$ cat src/rtl/conv_window_sequencer.sv
// -----------------------------------------------------------------------------
// conv_window_sequencer
//
// Controller for the 6-lane signed 8x8 multiply stage. It scans a KSIZE x KSIZE
// kernel over an IMG_H x IMG_W feature map in row-major window order. For each
// window it issues the kernel taps six per cycle ("passes"), accumulates the
// returned 16-bit products into one signed sum, and offers the sum downstream
// over a valid/ready handshake.
//
// Optional build macro: CONV_RELU_EN. When it is defined, negative window sums
// are clamped to zero on their way into result_data. The raw accumulator is
// not affected.
//
// Ports:
//   clk          clock, all logic on the rising edge
//   reset        asynchronous active-high reset, clears all state
//   start        one-cycle pulse, starts a full-map scan when idle
//   busy         high while a scan is in progress
//   done         one-cycle pulse after the last result is accepted
//   win_row      top row of the current window
//   win_col      left column of the current window
//   pass_idx     current pass; lane l carries tap pass_idx*6+l
//   lane_valid   per-lane tap-valid mask for the current pass
//   mul_enable   multiply-stage enable, high only in issue cycles
//   prod_flat    six signed 16-bit products, lane l at [16l+15:16l]
//   result_data  signed window sum
//   result_valid result_data is valid
//   result_ready downstream accepts the result when valid & ready
// -----------------------------------------------------------------------------
module conv_window_sequencer #(
    parameter int IMG_W = 28,
    parameter int IMG_H = 28,
    parameter int KSIZE = 3,
    parameter int ACC_W = 24
) (
    input  logic                    clk,
    input  logic                    reset,
    input  logic                    start,
    output logic                    busy,
    output logic                    done,
    output logic [7:0]              win_row,
    output logic [7:0]              win_col,
    output logic [3:0]              pass_idx,
    output logic [5:0]              lane_valid,
    output logic                    mul_enable,
    input  logic [95:0]             prod_flat,
    output logic signed [ACC_W-1:0] result_data,
    output logic                    result_valid,
    input  logic                    result_ready
);

    localparam int TAPS   = KSIZE * KSIZE;
    localparam int PASSES = (TAPS + 5) / 6;

    localparam logic [7:0] COL_LAST  = 8'(IMG_W - KSIZE);
    localparam logic [7:0] ROW_LAST  = 8'(IMG_H - KSIZE);
    localparam logic [3:0] PASS_LAST = 4'(PASSES - 1);

    typedef enum logic [1:0] {
        S_IDLE  = 2'd0,
        S_ISSUE = 2'd1,
        S_DRAIN = 2'd2,
        S_OUT   = 2'd3
    } state_t;

    // A lane is valid when the tap it carries exists in the kernel.
    function automatic logic [5:0] lane_mask(input logic [3:0] p);
        logic [5:0] m;
        for (int l = 0; l < 6; l++) begin
            m[l] = ((int'(p) * 6 + l) < TAPS);
        end
        return m;
    endfunction

    // Sum of the sign-extended products of the lanes selected by mask.
    function automatic logic signed [ACC_W-1:0] lane_sum(input logic [95:0] prod,
                                                         input logic [5:0]  mask);
        logic signed [ACC_W-1:0] s;
        logic signed [15:0]      lane;
        s = '0;
        for (int l = 0; l < 6; l++) begin
            lane = prod[16*l +: 16];
            if (mask[l]) begin
                s = s + ACC_W'(lane);
            end
        end
        return s;
    endfunction

    function automatic logic signed [ACC_W-1:0] shape_result(input logic signed [ACC_W-1:0] v);
`ifdef CONV_RELU_EN
        return (v < 0) ? '0 : v;
`else
        return v;
`endif
    endfunction

    state_t                  state_q, state_d;
    logic [3:0]              pass_q, pass_d;
    logic                    drain_q, drain_d;
    logic [7:0]              row_q, row_d;
    logic [7:0]              col_q, col_d;
    logic signed [ACC_W-1:0] acc_q, acc_d;
    logic signed [ACC_W-1:0] res_q, res_d;
    logic                    done_q, done_d;
    logic                    vld_p1_q, vld_p1_d;
    logic                    vld_p2_q, vld_p2_d;
    logic [5:0]              msk_p1_q, msk_p1_d;
    logic [5:0]              msk_p2_q, msk_p2_d;

    logic                    start_ok;
    logic                    handshake;
    logic                    last_win;
    logic signed [ACC_W-1:0] acc_sum;

    // A start arriving in the done cycle is dropped so that the end of one
    // scan never overlaps the acceptance of the next.
    assign start_ok  = (state_q == S_IDLE) && start && !done_q;
    assign handshake = (state_q == S_OUT) && result_ready;
    assign last_win  = (row_q == ROW_LAST) && (col_q == COL_LAST);

    // State register
    always_ff @(posedge clk or posedge reset) begin
        if (reset) begin
            state_q <= S_IDLE;
        end else begin
            state_q <= state_d;
        end
    end

    // Next-state logic
    always_comb begin
        state_d = state_q;
        case (state_q)
            S_IDLE:  if (start_ok) state_d = S_ISSUE;
            S_ISSUE: if (pass_q == PASS_LAST) state_d = S_DRAIN;
            S_DRAIN: if (drain_q) state_d = S_OUT;
            S_OUT:   if (result_ready) state_d = last_win ? S_IDLE : S_ISSUE;
            default: state_d = S_IDLE;
        endcase
    end

    // Output logic
    always_comb begin
        busy         = (state_q != S_IDLE);
        mul_enable   = (state_q == S_ISSUE);
        lane_valid   = mul_enable ? lane_mask(pass_q) : 6'b0;
        result_valid = (state_q == S_OUT);
        done         = done_q;
        win_row      = row_q;
        win_col      = col_q;
        pass_idx     = pass_q;
        result_data  = res_q;
    end

    // Counters, product alignment pipe and accumulator
    always_comb begin
        pass_d   = pass_q;
        drain_d  = drain_q;
        row_d    = row_q;
        col_d    = col_q;
        res_d    = res_q;
        done_d   = 1'b0;

        // Products come back two cycles after their pass was issued
        // (one cycle buffer read, one cycle multiply).
        vld_p1_d = mul_enable;
        msk_p1_d = lane_valid;
        vld_p2_d = vld_p1_q;
        msk_p2_d = msk_p1_q;

        acc_sum = acc_q;
        if (vld_p2_q) begin
            acc_sum = acc_q + lane_sum(prod_flat, msk_p2_q);
        end
        acc_d = acc_sum;

        case (state_q)
            S_IDLE: begin
                if (start_ok) begin
                    row_d  = '0;
                    col_d  = '0;
                    pass_d = '0;
                    acc_d  = '0;
                end
            end
            S_ISSUE: begin
                pass_d  = (pass_q == PASS_LAST) ? 4'd0 : pass_q + 4'd1;
                drain_d = 1'b0;
            end
            S_DRAIN: begin
                drain_d = ~drain_q;
                // The last product lands on this edge, so latch the updated sum.
                if (drain_q) begin
                    res_d = shape_result(acc_sum);
                end
            end
            S_OUT: begin
                if (handshake) begin
                    if (last_win) begin
                        done_d = 1'b1;
                    end else begin
                        acc_d = '0;
                        if (col_q == COL_LAST) begin
                            col_d = '0;
                            row_d = row_q + 8'd1;
                        end else begin
                            col_d = col_q + 8'd1;
                        end
                    end
                end
            end
            default: ;
        endcase
    end

    always_ff @(posedge clk or posedge reset) begin
        if (reset) begin
            pass_q   <= '0;
            drain_q  <= 1'b0;
            row_q    <= '0;
            col_q    <= '0;
            acc_q    <= '0;
            res_q    <= '0;
            done_q   <= 1'b0;
            vld_p1_q <= 1'b0;
            vld_p2_q <= 1'b0;
            msk_p1_q <= '0;
            msk_p2_q <= '0;
        end else begin
            pass_q   <= pass_d;
            drain_q  <= drain_d;
            row_q    <= row_d;
            col_q    <= col_d;
            acc_q    <= acc_d;
            res_q    <= res_d;
            done_q   <= done_d;
            vld_p1_q <= vld_p1_d;
            vld_p2_q <= vld_p2_d;
            msk_p1_q <= msk_p1_d;
            msk_p2_q <= msk_p2_d;
        end
    end

endmodule

$ cat config.mk
export PLATFORM = sky130hd
export DESIGN_NAME = conv_window_sequencer
export DESIGN_NICKNAME = d
export VERILOG_FILES = /design/src/rtl/conv_window_sequencer.sv
export SDC_FILE = /design/constraint.sdc
export NUM_CORES = 1
export LEC_CHECK = 0
export ABC_AREA = 1
export CAP_MARGIN = 30
export CORE_MARGIN = 8
export CORE_UTILIZATION = 58
export DETAILED_ROUTE_END_ITERATION = 6
export GPL_ROUTABILITY_DRIVEN = 0
export PLACE_DENSITY = 0.81
export SYNTH_ARGS = -nofsm -noshare
export SYNTH_HDL_FRONTEND = slang
export SYNTH_SLANG_ARGS = --single-unit
$ cat constraint.sdc
create_clock -name clk -period 11 [get_ports clk]
set_input_delay 2.2 -clock clk [delete_from_list [all_inputs] [get_ports clk]]
set_output_delay 2.2 -clock clk [all_outputs]
set_load 0.01 [all_outputs]
# Word-level counts from Yosys, hierarchy flattened
# Cells that the tools add are included.
[classes]
n_addsub = 14
n_mul = 1
magnitude_cmp = 6
n_eq_ne = 13
n_mux = 40
n_bitwise = 1
reduce_logical = 15
[op_table]
columns = ["cell", "n"]
rows = [
  ["two-way mux 24 bit", 16],
  ["< comparator 32 x 5 -> 1 bit, second input constant", 5],
  ["adder 24 x 16 -> 24 bit", 5],
  ["adder 32 x 3 -> 32 bit, second input constant", 2],
  ["two-way mux 8 bit", 7],
  ["case mux 24 bit (2 select lines)", 1],
  ["adder 32 x 2 -> 32 bit, second input constant", 1],
  ["adder 32 x 4 -> 32 bit, second input constant", 1],
  ["case mux 8 bit (2 select lines)", 2],
  ["adder 24 bit", 1],
  ["adder 8 x 1 -> 8 bit, second input constant", 2],
  ["== test 8 x 5 -> 1 bit, second input constant", 2],
  ["adder 7 x 3 -> 8 bit, second input constant", 1],
  ["< comparator 8 x 4 -> 1 bit, second input constant", 1],
  ["two-way mux 2 bit", 4],
  ["two-way mux 4 bit", 2],
  ["inequality test 2 x 1 -> 1 bit, second input constant", 4],
  ["case mux 2 bit (4 select lines)", 1],
  ["case mux 4 bit (2 select lines)", 1],
  ["AND reduction 4 bit", 2],
  ["nonzero test 2 bit", 4],
  ["multiplier 4 x 2 -> 6 bit, second input constant", 1],
  ["two-way mux 6 bit", 1],
  ["inequality test 2 bit, second input constant", 3],
  ["other kinds (12)", 20],
]
[totals]
reg_bits = 86
input_bits = 100
out_inout_bits = 54
wordCells = 102

# Logic depth before layout (Yosys ltp)
[logic_depth]
depth_word = 22
depth_mapped = 66

# Worst setup path after synthesis
# OpenSTA, ideal clock, no wires.
[synth_path]
path_type = "input -> register"
start = "in prod_flat[0]"
end = "reg res_q[23], in the netlist result_data[23]"
setup_ps = 117
arrival_time_ps = 10122
required_ps = 10883
path_slack_ps = 761
path_stages = 55
path_buffers = 0
cell_sequence = "nand2_1 > inv_1 > ha_1 > fa_1 > inv_1 > o21ai_0 > inv_1 > fa_1 > inv_1 > nand3_1 > nand2_1 > a21oi_1 > o21ai_0 > xnor2_1 > o21ai_0 > ha_1 > a21oi_1 > a21boi_0 > [... 19 more ...] > nor2_1 > o21bai_1 > xor2_1 > nand2_1 > nand2_1 > ha_1 > inv_1 > nor3_1 > nand2_1 > or2_2 > nand3_1 > inv_1 > nand3_1 > nand3_1 > nand2_1 > nand2_1 > nand2_1 > nand2_1"
[synth_via]
elab_chain_len = 19
[synth_rtl]
columns = ["element", "line", "text"]
rows = [
  ["start: declaration", "46", "input logic [95:0] prod_flat,"],
  ["two-way mux 24 bit *", "83", "if (mask[l]) begin"],
  ["two-way mux 24 bit *", "173", "if (vld_p2_q) begin"],
  ["adder 24 x 16 -> 24 bit", "84", "s = s + ACC_W'(lane);"],
  ["two-way mux 24 bit *", "83", ""],
  ["two-way mux 24 bit *", "173", ""],
  ["adder 24 x 16 -> 24 bit", "84", ""],
  ["two-way mux 24 bit *", "83", ""],
  ["two-way mux 24 bit *", "173", ""],
  ["[... 3 more ...]", "--", ""],
  ["adder 24 x 16 -> 24 bit", "84", ""],
  ["two-way mux 24 bit *", "83", ""],
  ["two-way mux 24 bit *", "173", ""],
  ["adder 24 x 16 -> 24 bit", "84", ""],
  ["two-way mux 24 bit *", "83", ""],
  ["two-way mux 24 bit *", "173", ""],
  ["adder 24 bit *", "174", "acc_sum = acc_q + lane_sum(prod_flat, msk_p2_q);"],
  ["two-way mux 24 bit *", "173", ""],
  ["end signal: assignment", "236", "res_q <= res_d;"],
  ["end: declaration", "104", "logic signed [ACC_W-1:0] res_q, res_d;"],
]
# Every way passes the cells marked *; elsewhere a longest branch is shown, timed or not. The select of a mux whose other input is x is not followed.
# A chain may end at the register's enable or synchronous reset.

# Worst setup path in the final report
# Ends and elaborated chain as after synthesis.

==> impl_metrics.tcl <==
set metrics [dict create \
    grt_use_met2_pct 49.5 \
    fp.dieArea_um2 24900 \
    synthDistinctLibCells 57 \
    busiest_layer "met2" \
    layout_commonest_cell "nand2_1" \
    wl_mm 40.2 \
    end_kind "flop" \
    drc 2 \
    crit_type "primary input to flop" \
    cts_tree "done" \
    die_h_um 158 \
    tns_ps 0 \
    cts.sinks 86 \
    synth_cells 1777 \
    hold_viol_final 0 \
    fmax_ghz 0.0920 \
    clkTransAtPathRegs_ps 70 \
    hold_buffers 0 \
    layout.nets 2381 \
    cp-start-kind "primary input" \
    antenna_found_initial 1 \
    synth_seq_area_share_pct 18.4 \
    cts_made_buffers 9 \
    crit_family "compound AO/OA/AOI/OAI gates" \
    avgSynthCellArea_um2 6.57 \
    grt_usage_pct 28.2 \
    use_met1_pct 34.5 \
    drive_gt1_share_pct 22.6 \
    grt_pass1_wl_mm 58.0 \
    fill_cells 1268 \
    hpwlAfterDp_mm 28.6 \
    drtIter0Drc 1138 \
    status "complete, but fails checks" \
    layout_min_cycle_time_ps 10880 \
    syn_nets 2035 \
    rows 52 \
    cts_max_path_buffers 2 \
    clockRootBuffer "clkbuf_16" \
    finalCritPeriodShare_pct 98.9 \
    slew_headroom_pct 25.0 \
    grt_pass1_vias 12700 \
    io_buffer_count 153 \
    crit_buf_inv 8 \
    syn_area_um2 11700 \
    worstPathMaxFanout 4 \
    fin_skew_ps 11.1 \
    wl_per_cell_um 16.8 \
    grtUsageMet3_pct 3.93 \
    synth_top_flop_cell "dfrtp_1" \
    drv_cap 0 \
    async_flop_share_pct 100 \
    failed_checks "design-rule violations" \
    crit_slowest_cell "clkdlybuf4s50_1" \
    fin_util_pct 82.4 \
    synth_warnings 0 \
    drt_pass1_iterations 7 \
    slew_viol_final 0 \
    vias 13900 \
    coreArea_um2 20000 \
    initial_core_util_pct 58.4 \
    synth_edf_count 0 \
    final_antenna_net_count 0 \
    avgViaCountPerCell 5.79 \
    cts.htree.levels 3 \
    setup_viol 0 \
    clock_latency_ps 340 \
    grt_max_degree 73 \
    cp_common_cell "nand2_1" \
    yosys_register_bits 86 \
    hp-class "flop to flop" \
    overflow 0 \
    worst_path_largest_cell_delay_ps 450 \
    die_w_um 158 \
    io_pins 154 \
    worstPathRequired_ps 11240 \
    final_cell_mix "nand2_1, buf_4, inv_1" \
    syn2layout_area_growth_pct 41.1 \
    arrival_ps 11120 \
    worst_pin_slew_ps 1120 \
]
[worst register-to-register path, delay by kind of cell, from the launching register on]
family          cells  cell delay, ps
fa+ha+maj           7            1790
compound gates     18            2880
xor+xnor            5             800
flops               1             900
buf+inv             7             740
simple gates       21            2380
[repair_timing]
action | 4_1_cts | 5_1_grt
hold endpoints to repair | 0 | 0
buffers inserted | 0 | 26
endpoints found under the setup margin | 13 | 22
pin swaps | 0 | 95
resized for setup | 14 | 231
[worst paths after layout]
check | from | endpoint | cells after the start | slack [ps]
min reg2reg | vld_p1_q | vld_p2_q | 0 | 350
min in group asynchronous | reset | win_col[4] | 3 | 2240
max | prod_flat[0] | result_data[23] | 59 | 120
max reg2reg | msk_p2_q[0] | result_data[23] | 58 | 1440
min | vld_p1_q | vld_p2_q | 0 | 350
max in group asynchronous | reset | acc_q[21] | 4 | 8170
[sequential cells by signal, summed over array words and instances, names as in the netlist]
signal	count
pass_idx	4
state_q	2
drain_q	1
acc_q	24
vld_p1_q	1
msk_p2_q	6
win_col	8
msk_p1_q	6
result_data	24
vld_p2_q	1
win_row	8
done	1
[cells in the mapped netlist, drive strengths merged, types with 2 or more instances]
library cell	instances	area (um^2)
a21oi	143	731
a31oi	11	68.8
nor2	125	479
buf	14	75.1
o21bai	10	75.1
nand3	104	563
xnor2	38	333
ha	151	1890
a22oi	3	22.5
o21ai	177	957
nor3	27	135
a21o	13	97.6
o31ai	3	22.5
nand2	494	1920
a31o	2	17.5
o21a	5	37.5
clkbuf	19	71.3
or2	19	119
a211oi	4	30.0
mux2i	2	32.5
fa	7	140
nor3b	8	60.1
dfrtp	86	2150
inv	190	713
nand3b	5	37.5
a21boi	8	60.1
and2	9	56.3
o211ai	9	67.6
a221oi	2	17.5
nor4	9	56.3
nand4	19	119
clkinv	4	15.0
xor2	49	429
[layer usage]
metal,wire (um),vias up,share of wire (%)
met5,0,-,0
met4,1890,0,4.7
met3,2910,186,7.2
met2,19400,640,48
met1,16000,6383,40
li1,-,6675,-
[cell families (layout without fill, tap and decap cells)]
family / after synthesis / count (layout) / share of synthesized area [%]
multiplexers: 2 / 2 / 0.279
buffers and inverters: 227 / 578 / 7.49
XOR/XNOR: 87 / 87 / 6.53
other: 0 / 1 / 0
flip-flops: 86 / 86 / 18.4
AO/OA/AOI/OAI: 398 / 398 / 19.5
adder cells (fa/ha/maj): 158 / 158 / 17.4
AND/OR/NAND/NOR: 819 / 819 / 30.4
[cell type report]
class | instances | area [um^2] | share of cell area, %
Multi-Input combinational cell | 1464 | 9770 | 59.4
Timing Repair Buffer | 368 | 3180 | 19.3
Sequential cell | 86 | 2150 | 13.1
Inverter | 194 | 729 | 4.43
Tap cell | 270 | 338 | 2.05
Clock buffer | 12 | 256 | 1.56
Clock inverter | 4 | 30.0 | 0.182
Antenna cell | 1 | 2.50 | 0.0152
[per-stage QoR]
| step | worst slack [ps] | cell area [um^2] | hold slack, ps | std cells |
|---|---|---|---|---|
| after floorplan | 761 | 11700 | 331 | 1777 |
| after global placement | -206 | 14800 | 332 | 2354 |
| after detailed placement | -618 | 14800 | 336 | 2355 |
| after CTS | 8.90 | 15200 | 348 | 2371 |
| after global routing | -408 | 16500 | 357 | 2399 |
| final | 125 | 16500 | 346 | 2399 |
Power is left out: the tool's default activity adds up to more than one toggle a clock period on the data nets, which glitch-free logic cannot reach.
